$ cat src/rtl/cache_pkg.sv
// cache_pkg: shared types and default widths for the direct-mapped cache controller.
//   DEF_INDEX_COUNT / DEF_DATA_W / DEF_TAG_W : default geometry
//   cache_ctrl_state_t                       : controller FSM states
//   cache_line_t                             : {valid, tag, data} line as written to the array
package cache_pkg;
  localparam int DEF_INDEX_COUNT = 256;
  localparam int DEF_DATA_W = 11;
  localparam int DEF_TAG_W = 20;
  typedef enum logic [2:0] {
    IDLE,
    LOOKUP,
    RD_HIT,
    MEM_REQ,
    MEM_WAIT,
    FILL,
    RESP
  } cache_ctrl_state_t;
  typedef struct packed {
    logic valid;
    logic [DEF_TAG_W-1:0] tag;
    logic [DEF_DATA_W-1:0] data;
  } cache_line_t;
endpackage

$ cat src/rtl/cache_ctrl_sat_counter.sv
// sat_counter: event counter that sticks at all-ones instead of wrapping.
//   clk, rst (async, active-low) : clock / reset (clears count)
//   inc                          : add one this cycle
//   count                        : current count
module sat_counter #(
  parameter int WIDTH = 32
) (
  input  logic             clk,
  input  logic             rst,
  input  logic             inc,
  output logic [WIDTH-1:0] count
);
  logic [WIDTH-1:0] count_q, count_d;
  always_comb count_d = (inc && !(&count_q)) ? count_q + 1'b1 : count_q;
  always_ff @(posedge clk or negedge rst)
    if (!rst) count_q <= '0;
    else count_q <= count_d;
  assign count = count_q;
endmodule

$ cat src/rtl/cache_ctrl.sv
// cache_ctrl: requester-side controller for a direct-mapped, write-through, write-allocate cache.
//   clk, rst (async, active-low)
//   req_*        : CPU load/store request (req_ready high only while idle)
//   resp_*       : one-cycle completion pulse with load data and hit flag
//   cache_enable, rd_wr_sel, index_sel, write_index, read_data, cache_tag : cache array port
//   mem_req_*, mem_wdata, mem_resp_valid, mem_rdata : memory bus
//   hit_count, miss_count : saturating statistics, present only with CACHE_CTRL_STATS_EN
module cache_ctrl
  import cache_pkg::*;
#(
  parameter int INDEX_COUNT = DEF_INDEX_COUNT,
  parameter int DATA_W = DEF_DATA_W,
  parameter int TAG_W = DEF_TAG_W,
  localparam int IDX_W = $clog2(INDEX_COUNT),
  localparam int ADDR_W = TAG_W + IDX_W
) (
  input  logic                    clk,
  input  logic                    rst,
  input  logic                    req_valid,
  output logic                    req_ready,
  input  logic                    req_we,
  input  logic [ADDR_W-1:0]       req_addr,
  input  logic [DATA_W-1:0]       req_wdata,
  output logic                    resp_valid,
  output logic [DATA_W-1:0]       resp_rdata,
  output logic                    resp_hit,
  output logic                    cache_enable,
  output logic                    rd_wr_sel,
  output logic [IDX_W-1:0]        index_sel,
  output logic [TAG_W+DATA_W:0]   write_index,
  input  logic [DATA_W-1:0]       read_data,
  input  logic [TAG_W-1:0]        cache_tag,
  output logic                    mem_req_valid,
  input  logic                    mem_req_ready,
  output logic                    mem_req_we,
  output logic [ADDR_W-1:0]       mem_req_addr,
  output logic [DATA_W-1:0]       mem_wdata,
  input  logic                    mem_resp_valid,
  input  logic [DATA_W-1:0]       mem_rdata
`ifdef CACHE_CTRL_STATS_EN
  , output logic [31:0]           hit_count,
  output logic [31:0]             miss_count
`endif
);
  cache_ctrl_state_t state_q, state_d;
  logic [ADDR_W-1:0] addr_q, addr_d;
  logic we_q, we_d, hit_q, hit_d, hit;
  logic [DATA_W-1:0] wdata_q, wdata_d, data_q, data_d;
  logic [INDEX_COUNT-1:0] valid_q, valid_d;
  logic req_ready_q, req_ready_d, resp_valid_q, resp_valid_d, resp_hit_q, resp_hit_d;
  logic [DATA_W-1:0] resp_rdata_q, resp_rdata_d, mem_wdata_q, mem_wdata_d;
  logic mem_req_valid_q, mem_req_valid_d, mem_req_we_q, mem_req_we_d;
  logic [ADDR_W-1:0] mem_req_addr_q, mem_req_addr_d;
  logic [IDX_W-1:0] idx;
  logic [TAG_W-1:0] tag;
  assign idx = addr_q[IDX_W-1:0];
  assign tag = addr_q[ADDR_W-1:IDX_W];
  // cache_tag is combinational on index_sel, so the lookup and the array strobe
  // must be decided in the same LOOKUP cycle rather than from a registered copy.
  assign hit = valid_q[idx] && cache_tag == tag;
  assign index_sel = idx;
  always_comb begin
    state_d = state_q;
    addr_d = addr_q;
    we_d = we_q;
    wdata_d = wdata_q;
    hit_d = hit_q;
    data_d = data_q;
    valid_d = valid_q;
    cache_enable = 1'b0;
    rd_wr_sel = 1'b0;
    write_index = '0;
    case (state_q)
      IDLE:
        if (req_valid) begin
          addr_d = req_addr;
          we_d = req_we;
          wdata_d = req_wdata;
          state_d = LOOKUP;
        end
      LOOKUP: begin
        hit_d = hit;
        if (we_q) begin
          cache_enable = 1'b1;
          rd_wr_sel = 1'b1;
          write_index = {1'b1, tag, wdata_q};
          valid_d[idx] = 1'b1;
          state_d = MEM_REQ;
        end else if (hit) begin
          cache_enable = 1'b1;
          state_d = RD_HIT;
        end else begin
          state_d = MEM_REQ;
        end
      end
      RD_HIT: begin
        data_d = read_data;
        state_d = RESP;
      end
      MEM_REQ:
        if (mem_req_ready) state_d = we_q ? RESP : MEM_WAIT;
      MEM_WAIT:
        if (mem_resp_valid) begin
          data_d = mem_rdata;
          state_d = FILL;
        end
      FILL: begin
        cache_enable = 1'b1;
        rd_wr_sel = 1'b1;
        write_index = {1'b1, tag, data_q};
        valid_d[idx] = 1'b1;
        state_d = RESP;
      end
      default: state_d = IDLE;
    endcase
    // Bus and response outputs are registered from the next state so they are
    // glitch-free and line up exactly with the state they belong to.
    req_ready_d = state_d == IDLE;
    resp_valid_d = state_d == RESP;
    resp_hit_d = state_d == RESP && hit_d;
    resp_rdata_d = (state_d == RESP && !we_d) ? data_d : '0;
    mem_req_valid_d = state_d == MEM_REQ;
    mem_req_we_d = mem_req_valid_d && we_d;
    mem_req_addr_d = mem_req_valid_d ? addr_d : '0;
    mem_wdata_d = mem_req_we_d ? wdata_d : '0;
  end
  always_ff @(posedge clk or negedge rst)
    if (!rst) begin
      state_q <= IDLE;
      addr_q <= '0;
      we_q <= 1'b0;
      wdata_q <= '0;
      hit_q <= 1'b0;
      data_q <= '0;
      valid_q <= '0;
      req_ready_q <= 1'b1;
      resp_valid_q <= 1'b0;
      resp_hit_q <= 1'b0;
      resp_rdata_q <= '0;
      mem_req_valid_q <= 1'b0;
      mem_req_we_q <= 1'b0;
      mem_req_addr_q <= '0;
      mem_wdata_q <= '0;
    end else begin
      state_q <= state_d;
      addr_q <= addr_d;
      we_q <= we_d;
      wdata_q <= wdata_d;
      hit_q <= hit_d;
      data_q <= data_d;
      valid_q <= valid_d;
      req_ready_q <= req_ready_d;
      resp_valid_q <= resp_valid_d;
      resp_hit_q <= resp_hit_d;
      resp_rdata_q <= resp_rdata_d;
      mem_req_valid_q <= mem_req_valid_d;
      mem_req_we_q <= mem_req_we_d;
      mem_req_addr_q <= mem_req_addr_d;
      mem_wdata_q <= mem_wdata_d;
    end
  assign req_ready = req_ready_q;
  assign resp_valid = resp_valid_q;
  assign resp_hit = resp_hit_q;
  assign resp_rdata = resp_rdata_q;
  assign mem_req_valid = mem_req_valid_q;
  assign mem_req_we = mem_req_we_q;
  assign mem_req_addr = mem_req_addr_q;
  assign mem_wdata = mem_wdata_q;
`ifdef CACHE_CTRL_STATS_EN
  sat_counter #(.WIDTH(32)) u_hit_cnt (
    .clk(clk),
    .rst(rst),
    .inc(resp_valid_q && resp_hit_q),
    .count(hit_count)
  );
  sat_counter #(.WIDTH(32)) u_miss_cnt (
    .clk(clk),
    .rst(rst),
    .inc(resp_valid_q && !resp_hit_q),
    .count(miss_count)
  );
`endif
endmodule

$ cat config.mk
export PLATFORM = sky130hd
export DESIGN_NAME = cache_ctrl
export DESIGN_NICKNAME = d
export VERILOG_FILES = /design/src/rtl/cache_pkg.sv /design/src/rtl/cache_ctrl_sat_counter.sv /design/src/rtl/cache_ctrl.sv
export SDC_FILE = /design/constraint.sdc
export NUM_CORES = 1
export LEC_CHECK = 0
export CORE_AREA = 2 2 179 163
export CTS_BUF_LIST = sky130_fd_sc_hd__clkbuf_16
export DETAILED_ROUTE_END_ITERATION = 7
export DIE_AREA = 0 0 181 165
export HOLD_SLACK_MARGIN = 0.1
export MAX_ROUTING_LAYER = met4
export PLACE_DENSITY = 0.76
export SLEW_MARGIN = 20
export SYNTH_ARGS = -nofsm -noshare
export SYNTH_HDL_FRONTEND = slang
export SYNTH_SLANG_ARGS = --single-unit
$ cat constraint.sdc
create_clock -name clk -period 3 [get_ports clk]
set_input_delay 0.3 -clock clk [delete_from_list [all_inputs] [get_ports clk]]
set_output_delay 0.3 -clock clk [all_outputs]
set_load 0.005 [all_outputs]
==> impl_metrics.py <==
metrics = {
    "status": {
        "status": "finished, violations left",
        "violations": "negative setup slack",
    },
    "yosys": {
        "synth_fa_ha_area_share_pct": 0,
        "synth-simple-area-share_pct": 7.43,
        "synthMuxAreaShare_pct": 13.4,
        "yosysMostFrequentCell": "dfrtp_1",
        "synth_cells": 1162,
        "synth-edff-count": 0,
        "yosysUniqueCellTypes": 49,
        "synth_top_family_by_area": "compound AO/OA/AOI/OAI gates",
        "syn_area_per_cell_sq_um": 13.4,
        "syn-cell-area_sq_mm": 0.0155,
        "synth_flop_cell": "dfrtp_1",
        "synth_compound_area_share_pct": 15.8,
        "synth_area_leader_cell": "dfrtp_1",
        "yosysTopAreaCellShare_pct": 58.9,
        "synth_xor_area_share_pct": 1.13,
        "ys_seq_elements": 366,
        "yosysSeqAreaShare_pct": 59.0,
        "yosys-top-cells-count": "dfrtp_1, a21o_1, clkbuf_1",
        "syn_nets": 1249,
        "ys_async_sr_fraction_pct": 100,
        "synth_warnings": 0,
        "synth_area_leaders": "dfrtp_1, a21o_1, mux4_2",
    },
    "clock_network": {
        "cts_tree": "done",
        "cts.path.max_buffers": 3,
        "clock_sinks": 366,
        "clk_pin_slew_worst_paths_ps": 60,
        "worstSkewPairLatency_ps": 530,
        "htree_levels": 2,
        "cts-buffers-inserted": 38,
        "cts-root-buf": "clkbuf_16",
    },
    "grt": {
        "grt-ovfl-total": 0,
        "grt_start_max_net_pins": 85,
        "grt_pass1_vias": 11300,
        "grtUsageTotal_pct": 29.7,
        "grt_antenna_before_repair": 0,
        "grt_pass1_wl_um": 65600,
    },
    "worst_setup_path": {
        "critical_path.endpoint_type": "primary output",
        "arrival_ps": 3030,
        "cp_max_fo": 7,
        "cp_common_cell": "mux4_2",
        "cp_num_buf_inv": 2,
        "cp_top_family": "multiplexers",
        "rrSetupSlack_ps": -60,
        "crit_slowest_cell": "mux4_2",
        "worstSetupPathType": "register to primary output",
        "setup.worst_path.start_class": "register",
        "crit_path_cell_trace": "buf_6, mux4_2, mux4_2, o22ai_2, a311o_1, o211ai_2, o31ai_4, o21ai_1, buf_2",
        "cp.required_ps": 2700,
        "critPathMaxStageDelay_ps": 510,
    },
    "power": {
        "power_leakage_nw": 11.0,
        "switching_share_pct": 33.9,
        "p_total_mw": 18.9,
        "ir_drop_uv": 541,
        "clkPwrFrac_pct": 22.3,
        "intPower_mw": 12.5,
        "p_per_area_mw_per_mm2": 960,
        "sequentialPowerShare_pct": 38.8,
        "p_switching_mw": 6.43,
        "p_comb_share_pct": 38.9,
    },
    "sta": {
        "hold_viol": 0,
        "max_freq_ghz": 0.300,
        "rsz0062_at_grt": "yes",
        "final.setup.tns_ps": -3940,
        "setup_viol": 42,
        "fin_crit_sh_pct": 111,
        "setup_ws_ps": -330,
        "clock_skew_ps": 23.9,
        "drv_slew": 0,
        "tightest_slew_ps": 984,
        "period_needed_ps": 3330,
        "hold_ws_ps": 394,
        "slew_headroom_pct": 33.9,
    },
    "route": {
        "vias": 10900,
        "antenna_left": 0,
        "routed_wirelength_um": 42500,
        "first_pass_iters": 5,
        "vias_per_cell": 6.03,
        "drt-initial-drc-count": 932,
        "wl_per_cell_um": 23.6,
        "drc_errors": 0,
    },
    "die": {
        "coreArea_sq_mm": 0.0279,
        "ios": 184,
        "initial_core_util_pct": 55.7,
        "num_rows": 58,
        "fp.dieH_um": 165,
        "die_width_um": 181,
        "die_area_sq_mm": 0.0299,
    },
    "finish": {
        "stdcell_count": 1803,
        "nFillCells": 1938,
        "num-nets-final": 1503,
        "antenna_cells": 0,
        "multi_input_area_sq_mm": 0.00602,
        "drive_above_1_share_pct": 21.8,
        "regArea_sq_mm": 0.00917,
        "syn_to_final_growth_pct": 27.2,
    },
    "hold_path": {
        "hold_path_class": "input port to async pin",
    },
    "placed_design": {
        "place_hpwl_um": 28200,
        "place.gp.congestion": 0.880,
        "dp_cells": 1724,
        "place_ws_ps": -322,
        "port_buffers": 183,
    },
    "flow_run": {
        "cap_violations": 0,
    },
}
layer usage:
layer,up-vias,routed length (um),GRT usage (%)
met2,451,19700,43.5
met5,-,0,-
met1,5645,17800,40.6
met3,102,3310,6.97
li1,4681,-,-
met4,0,1620,11.7
cells by family (layout without fill, tap and decap cells):
family	after synthesis	after routing
compound gates	326	326
xor+xnor	20	20
buf+inv	97	378
flops	366	366
mux	134	134
simple gates	219	219
final cells by class:
class | count | share of cell area, %
timing repair buffer | 307 | 15.1
multi-input combinational | 699 | 30.5
sequential | 366 | 46.5
inverter | 4 | 0.0761
tap | 360 | 2.28
clock inverter | 28 | 0.621
clock buffer | 39 | 4.94
final timing paths:
check / from / end / depth (start not counted)
hold / removal: rst / valid_q[156]$_DFFE_PN0P_ / 2
min in group clk: req_wdata[0] / wdata_q[0]$_DFF_PN0_ / 2
hold reg to reg: valid_q[109]$_DFFE_PN0P_ / valid_q[109]$_DFFE_PN0P_ / 1
setup / recovery: addr_q[1]$_DFF_PN0_ / cache_enable / 9
setup reg to reg: addr_q[1]$_DFF_PN0_ / mem_wdata[2]$_DFF_PN0_ / 12
max in group asynchronous: rst / valid_q[217]$_DFFE_PN0P_ / 3
through the flow:
step	cell area, sq um	utilization (%)
floorplan	15500	-
global placement	18400	66.0
detailed placement	18400	66.1
CTS	19700	70.7
global route	19700	70.8
finish	19700	70.8
power by group through the flow:
stage	logic, mW	registers (mW)	clock network (mW)
floorplan	4.30	7.03	0
global placement	6.68	7.46	0
detailed placement	6.84	7.50	0
CTS	7.30	7.33	4.29
global route	7.89	7.51	4.51
finish	7.38	7.35	4.22
state kept, by name (all words and copies together) (netlist names):
register       cells
we_q               1
data_q            11
hit_q              1
resp_rdata        11
mem_req_we         1
mem_wdata         11
mem_req_addr      28
req_ready          1
resp_hit           1
valid_q          256
state_q            3
mem_req_valid      1
resp_valid         1
wdata_q           11
addr_q            28
layout by cell type, fill, tap and decap left out, types with 21 or more instances in the layout:
master | synthesis | routed
dfrtp_1 | 365 | 362
a21o_1 | 253 | 253
clkdlybuf4s50_1 | 0 | 181
buf_4 | 14 | 102
mux4_2 | 55 | 55
mux2_2 | 46 | 45
nand2_1 | 42 | 42
nor2b_1 | 42 | 40
nor2_1 | 42 | 39
clkbuf_16 | 0 | 39
mux2i_1 | 33 | 32
a22oi_1 | 29 | 27
and2_1 | 21 | 21
worst register-to-register path, cell delays in order (launching register included):
cell	delay, ps
dfrtp_4	450
buf_6	170
mux4_2	520
mux4_2	500
o22ai_2	160
a311o_1	220
o211ai_2	170
o31ai_4	100
buf_4	160
o31ai_4	60
buf_6	140
buf_6	140
nor3b_1	210
what timing repair did:
item,in CTS,in global routing
setup buffers,11,0
pin swaps,6,4
endpoints found under the setup margin,61,65
resized for setup,22,9
endpoints found under the hold margin,78,0
cloned,1,0
hold buffers,1,0
Note: power is estimated with default switching activity, not from simulation.
